--- src/rtl/alu_frame_tx.sv ---
// Serial frame transmitter for the ALU serial input: computes CRC4 over {B,A,1,OP},
// then shifts out 11-bit data words and the command word on sout (idle high).
module alu_frame_tx #(
  parameter int DATA_W  = 32,
  parameter int LEN_W   = 4,
  parameter int GAP_CYC = 2
) (
  input  logic              clk,
  input  logic              rst,
  input  logic              in_valid,
  output logic              in_ready,
  input  logic [DATA_W-1:0] in_a,
  input  logic [DATA_W-1:0] in_b,
  input  logic [2:0]        in_op,
  input  logic [LEN_W-1:0]  in_len,
  input  logic [3:0]        in_crc_mask,
  output logic              sout,
  output logic              busy,
  output logic              done,
  output logic [3:0]        crc_sent
);

  localparam int AB_W    = 2 * DATA_W;
  localparam int CRC_CYC = AB_W + 4;
  localparam int MAXC    = (CRC_CYC > GAP_CYC) ? CRC_CYC : GAP_CYC;
  localparam int CNT_W   = $clog2(MAXC + 1);

  typedef enum logic [2:0] {IDLE, CRC, DATA, CMD, GAP} state_t;

  state_t             state;
  logic [CNT_W-1:0]   cnt;
  logic [3:0]         bcnt;
  logic [LEN_W-1:0]   wcnt;
  logic [LEN_W-1:0]   len_r;
  logic [2:0]         op_r;
  logic [3:0]         mask_r;
  logic [CRC_CYC-1:0] msg;
  logic [AB_W-1:0]    dsr;
  logic [10:0]        wsr;
  logic [3:0]         crc;
  logic [3:0]         crc_nxt;
  logic               fb;
  logic [10:0]        data_word;
  logic [10:0]        cmd_first;
  logic [10:0]        cmd_later;

  assign in_ready = (state == IDLE);

  always_comb begin
    fb        = crc[3] ^ msg[CRC_CYC-1];
    crc_nxt   = {crc[2:0], 1'b0} ^ {2'b00, fb, fb};
    data_word = {2'b00, dsr[AB_W-1 -: 8], 1'b1};
    cmd_first = {3'b010, op_r, crc_nxt ^ mask_r, 1'b1};
    cmd_later = {3'b010, op_r, crc_sent, 1'b1};
  end

  always_ff @(posedge clk or posedge rst) begin
    if (rst) begin
      state    <= IDLE;
      cnt      <= '0;
      bcnt     <= '0;
      wcnt     <= '0;
      len_r    <= '0;
      op_r     <= '0;
      mask_r   <= '0;
      msg      <= '0;
      dsr      <= '0;
      wsr      <= '1;
      crc      <= '0;
      sout     <= 1'b1;
      busy     <= 1'b0;
      done     <= 1'b0;
      crc_sent <= '0;
    end else begin
      case (state)
        IDLE: begin
          sout <= 1'b1;
          if (in_valid) begin
            state  <= CRC;
            busy   <= 1'b1;
            msg    <= {in_b, in_a, 1'b1, in_op};
            dsr    <= {in_b, in_a};
            len_r  <= in_len;
            op_r   <= in_op;
            mask_r <= in_crc_mask;
            crc    <= '0;
            cnt    <= '0;
          end
        end
        CRC: begin
          crc <= crc_nxt;
          msg <= msg << 1;
          cnt <= cnt + CNT_W'(1);
          if (cnt == CNT_W'(CRC_CYC - 1)) begin
            crc_sent <= crc_nxt ^ mask_r;
            bcnt     <= '0;
            wcnt     <= '0;
            sout     <= 1'b0;
            if (len_r != '0) begin
              state <= DATA;
              wsr   <= data_word;
              dsr   <= dsr << 8;
            end else begin
              state <= CMD;
              wsr   <= cmd_first;
            end
          end
        end
        DATA: begin
          // Zero-filling shift of {B,A} yields 8'h00 pad bytes past NB for free.
          if (bcnt == 4'd10) begin
            bcnt <= '0;
            sout <= 1'b0;
            if (wcnt == len_r - LEN_W'(1)) begin
              state <= CMD;
              wsr   <= cmd_later;
            end else begin
              wcnt <= wcnt + LEN_W'(1);
              wsr  <= data_word;
              dsr  <= dsr << 8;
            end
          end else begin
            bcnt <= bcnt + 4'd1;
            sout <= wsr[9];
            wsr  <= wsr << 1;
          end
        end
        CMD: begin
          if (bcnt == 4'd10) begin
            done <= 1'b0;
            sout <= 1'b1;
            cnt  <= '0;
            if (GAP_CYC == 0) begin
              state <= IDLE;
              busy  <= 1'b0;
            end else begin
              state <= GAP;
            end
          end else begin
            bcnt <= bcnt + 4'd1;
            sout <= wsr[9];
            wsr  <= wsr << 1;
            done <= (bcnt == 4'd9);
          end
        end
        GAP: begin
          sout <= 1'b1;
          cnt  <= cnt + CNT_W'(1);
          if (cnt == CNT_W'(GAP_CYC - 1)) begin
            state <= IDLE;
            busy  <= 1'b0;
          end
        end
        default: begin
          state <= IDLE;
          busy  <= 1'b0;
          sout  <= 1'b1;
        end
      endcase
    end
  end

endmodule

--- config.mk ---
export PLATFORM = sky130hd
export DESIGN_NAME = alu_frame_tx
export DESIGN_NICKNAME = d
export VERILOG_FILES = /design/src/rtl/alu_frame_tx.sv
export SDC_FILE = /design/constraint.sdc
export NUM_CORES = 1
export LEC_CHECK = 0
export BUFFER_PORTS_ARGS = -buffer_cell sky130_fd_sc_hd__buf_2
export CELL_PAD_IN_SITES_DETAIL_PLACEMENT = 1
export CELL_PAD_IN_SITES_GLOBAL_PLACEMENT = 2
export CORE_MARGIN = 3
export CORE_UTILIZATION = 40
export CTS_BUF_LIST = sky130_fd_sc_hd__clkbuf_4
export DETAILED_ROUTE_END_ITERATION = 8
export PLACE_DENSITY = 0.86
export SETUP_SLACK_MARGIN = 0.2
export SLEW_MARGIN = 40
export SYNTH_ARGS = -nofsm -noshare
export SYNTH_HDL_FRONTEND = slang
export SYNTH_SLANG_ARGS = --single-unit
--- constraint.sdc ---
create_clock -name clk -period 6.9 [get_ports clk]
set_input_delay 0.69 -clock clk [delete_from_list [all_inputs] [get_ports clk]]
set_output_delay 0.69 -clock clk [all_outputs]
set_load 0.01 [all_outputs]
# Word level (Yosys, flattened, before mapping)

Cells that the tools add are included.

Word-level logic and storage cells: 101
Output and inout port bits: 8
Register bits: 182

Reductions and logical operators: 18
Eq/ne operators: 18
Add/subtract/negate cells: 4
Multiplexer cells: 42
Bitwise operators: 4

Operators by type and width:

| operator                                                              | number |
|---|---|
| 64-bit 2-to-1 mux                                                     | 5 |
| 64-bit case mux with 3 select lines                                   | 1 |
| 68-bit case mux with 2 select lines                                   | 1 |
| 68-bit 2-to-1 mux                                                     | 1 |
| 10-bit 2-to-1 mux                                                     | 5 |
| 10-bit case mux with 3 select lines                                   | 1 |
| 4-bit 2-to-1 mux                                                      | 6 |
| 7-bit case mux with 3 select lines                                    | 1 |
| 3-bit 2-to-1 mux                                                      | 6 |
| 2-bit != test, second input constant                                  | 9 |
| 4-bit case mux with 2 select lines                                    | 2 |
| 3-bit case mux with 5 select lines                                    | 1 |
| 7-bit 2-to-1 mux                                                      | 2 |
| 4-bit case mux with 3 select lines                                    | 1 |
| 6-bit AND reduction                                                   | 2 |
| 3-bit AND reduction                                                   | 3 |
| 3-bit nonzero test                                                    | 3 |
| 4-bit by 1-bit adder with 4-bit output, second input constant         | 2 |
| 4-bit equality test, second input constant                            | 2 |
| 7-bit by 1-bit adder with 7-bit output, second input constant         | 1 |
| 7-bit by 1-bit equality test with 1-bit output, second input constant | 1 |
| 7-bit equality test, second input constant                            | 1 |
| 1-bit 2-to-1 mux                                                      | 7 |
| 3-bit by 2-bit equality test with 1-bit output, second input constant | 2 |
| other kinds (16)                                                      | 20 |

# Logic depth before layout (Yosys ltp)

Depth in word-level cells: 6
Gate-level depth with buffers: 9
Mapped depth without buffers: 8

# Worst setup path after synthesis

OpenSTA, ideal clock, no wires.

Kind: register to register
Start point: register len_r[0]
End point: register dsr[53]
Clock period less this slack: 2.346 ns
Required time: 6.775 ns
Data arrival time: 2.221 ns
Slack: 4.554 ns
Cell stages (with the launch flop): 9
Path through: dfrtp_1 > inv_1 > ha_1 > or3b_2 > clkbuf_1 > nand4_1 > a221oi_4 > buf_6 > mux2_2

Cells in the longest elaborated chain, start to end: 4
Elaborated cells on any way between the ends: 6
Those cells by class: add/sub (1); eq/ne (3); reduce/logical (2)

RTL lines:

| what                                        | RTL line | text |
|---|---|---|
| from (decl)                                 | 34       | `logic [LEN_W-1:0] len_r;` |
| from (signal assigned)                      | 83       | `len_r <= in_len;` |
| 4-bit by 1-bit subtractor with 4-bit output | 114      | `if (wcnt == len_r - LEN_W'(1)) begin` |
| 4-bit equality test                         | 114      |  |
| 2-bit != test (no source line)              | n/a      |  |
| 6-bit AND reduction (no source line) (*)    | n/a      |  |
| to (signal assigned)                        | 82       | `dsr <= {in_b, in_a};` |
| to (signal assigned)                        | 102      | `dsr <= dsr << 8;` |
| to (signal assigned)                        | 120      | `dsr <= dsr << 8;` |
| to (decl)                                   | 38       | `logic [AB_W-1:0] dsr;` |

Every way passes the cells marked *; elsewhere a longest branch is shown, timed or not.
A chain may end at the register's enable or synchronous reset.

# Worst setup path in the final report

Start point: register state[0]
End point: register dsr[37]

Cells in the longest elaborated chain, start to end: 3
Elaborated cells on any way between the ends: 11
Those cells by class: eq/ne (7); mux (1); reduce/logical (3)

RTL lines:

| what                                                                         | RTL line | text |
|---|---|---|
| from (decl)                                                                  | 30       | `state_t state;` |
| from (signal assigned)                                                       | 59       | `state <= IDLE;` |
| from (signal assigned)                                                       | 79       | `state <= CRC;` |
| from (signal assigned)                                                       | 100      | `state <= DATA;` |
| 3-bit by 1-bit equality test with 1-bit output, or another cell as far along | 75       | `case (state)` |
| 2-bit != test (no source line) / 3-bit nonzero test (equally long branches)  | n/a      |  |
| 6-bit AND reduction (no source line)                                         | n/a      |  |

Several ways; a longest one is shown, not always the timed one.

==> metrics.yaml <==
status: "finished, final reports clean"
async_flop_share: 1.00
powerDensity_nw_per_um2: 186
synth_edf_count: 0
fmaxAchievable_ghz: 0.346
firstDrtPassIters: 4
start_util: 0.407
vias: 6641
design.die.area_um2: 24100
synth_area_leaders: "dfrtp_1 48%, mux2_2 15%, nand2_1 7.8%, a31oi_1 3.9%, nor2_1 3.8%"
drive_gt1_frac: 0.286
fillers: 2522
crit_start: "state[0]"
row_count: 54
gr-total-overflow: 0
drc_errors: 0
cts_made_buffers: 17
final.setup.worst_slack_ps: 4010
io_pins: 86
cts_buffer_depth: 2
fin_crit_sh: 0.419
clk_pin_slew_ps: 160
syn_area_um2: 8920
seq_area_um2: 4570
final_common_cell: "nand2_1"
hold_viol_final: 0
cts.sinks: 182
seq_area_frac_synth: 0.512
ys_ff_latch: 182
postCtsSetupRepairBufs: 0
p_leak_nw: 4.42
critPathCapture: "dsr[37]"
antenna_found_initial: 1
synth_top_cell_by_area: "dfrtp_1"
setup_viol: 0
timing.hold.ws_ps: 151
reg2reg_from: "state[0]"
fp.dieW_um: 155
syn-instance-count: 876
clockRootBuffer: "clkbuf_4"
r2r_slack_ps: 4010
dpl.hpwl_mm: 15.3
wl_mm: 22.9
critical_path_required_ps: 7370
ctsResizeCount: 0
grt_setup_unrepaired: "false"
cp-start-kind: "register"
postRouteAntennaNets: 0
tritoncts: "built"
die_h_um: 155
avgViaCountPerCell: 5.42
finalNetCount: 1019
core_area_um2: 21900
most-common-layout-cells: "185 x nand2_1, 171 x dfrtp_1, 117 x mux2_2"
place.port_buffers: 85
clk_latency_ps: 580
finalSetupTns_ps: 0
crit_path_max_fanout: 23
grt_pass1_vias: 6855
holdBufCountCts: 0
dp_slack_ps: 4030
multi_input_area_um2: 4080
final_core_util: 0.452
rr_endpoint: "dsr[37]"
gp_congestion: 0.756
grtUsageTotal: 0.194
tightest_slew_ps: 781
syn_area_per_cell_um2: 10.2
synth_cell_types: 55
path_class: "register to register"
drt_iter0_drc: 329
h-tree-depth: 4
syn_nets: 962
endpoint_kind: "register"
syn_to_final_growth_pct: 10.8
yosys.area.top_type_share: 0.480
slew_violations: 0
grt_max_degree: 86
synth_flop_cell: "dfrtp_1"
skew_ps: 17.2
maxCapViolCount: 0
ys_warn_count: 0
vdd_drop_max_mv: 0.118
r2r_cells: 6
relSlewSlack: 0.479
wire_per_inst_um: 18.7
hold_path_class: "input port to async pin"
arrival_ps: 3350
fin_crit_ps: 2890
grt_pass1_wl_mm: 37.3
power_w: 0.00183
[power by group]
group	total (W)	switching [W]	internal (W)
Sequential	0.00110	0.0000160	0.00109
Clock	0.000631	0.000378	0.000253
Combinational	0.0000979	0.0000513	0.0000466
[metal layers]
layer,vias to the layer above,GRT usage,part of all wire
met1,3357,0.281,0.49
met2,120,0.305,0.46
met3,10,0.0337,0.037
met4,0,0.0429,0.0084
met5,-,0,0
li1,3154,-,-
[sequential cells by signal, summed over array words and instances, names as in the netlist]
name,flops
busy,1
sout,1
crc_sent,4
dsr,64
mask_r,4
crc,4
op_r,3
bcnt,4
cnt,7
done,1
msg,68
len_r,4
wsr,10
wcnt,4
state,3
[worst min-delay path by stage]
| stage | from | endpoint | cells after the start |
|---|---|---|---|
| 6_report | rst | dsr[1] | 2 |
| 5_1_grt | rst | dsr[1] | 2 |
| 4_1_cts | rst | dsr[1] | 2 |
| 3_5_place_dp | msg[2] | msg[3] | 2 |
| 3_3_place_gp | msg[2] | msg[3] | 2 |
| 2_1_floorplan | msg[2] | msg[3] | 2 |
[area by class of cell]
type	instances	share of cell area
flip-flops and latches	182	0.462
well taps	280	0.0354
diodes	1	0.000253
clock buffers	18	0.0137
clock inverters	13	0.0158
multi-input cells	626	0.413
inverters	11	0.00494
repair buffers	95	0.0547
[Yosys cell counts, drive strengths merged, types with 2 or more instances]
| cell | count |
|---|---|
| nand2b | 4 |
| mux2i | 9 |
| o21ai | 20 |
| dfrtp | 171 |
| inv | 10 |
| a221oi | 10 |
| and3 | 2 |
| o221ai | 7 |
| a211oi | 5 |
| or2 | 3 |
| nor4 | 2 |
| a31oi | 56 |
| xnor2 | 13 |
| o21a | 3 |
| nand3b | 2 |
| ha | 8 |
| nor3 | 5 |
| dfstp | 11 |
| nand2 | 186 |
| o31ai | 2 |
| nor2b | 13 |
| nand4b | 2 |
| buf | 11 |
| o22ai | 5 |
| xor2 | 2 |
| mux2 | 121 |
| nand3 | 17 |
| a21oi | 16 |
| and2 | 2 |
| nor2 | 91 |
| a22oi | 2 |
| clkbuf | 46 |
[per-stage QoR]
step                std cells  area, µm²
floorplan                 876       8920
global placement         1192       9520
detailed placement       1194       9580
CTS                      1225       9870
global route             1226       9880
finish                   1226       9880
[critical path, cell delays in order, from the launching register on]
cell and delay [ps]:
dfrtp_1 760, nor2b_1 470, o21ba_4 490, buf_12 240
buf_16 190, mux2_2 340, mux2_2 270
[logic make-up after synthesis]
logic type      share of synthesized area
compound gates                      0.101
xor+xnor                           0.0174
fa+ha+maj                          0.0112
buf+inv                            0.0341
flops                               0.512
mux                                 0.163
simple gates                        0.162
Power figures use the tool's default switching activity.
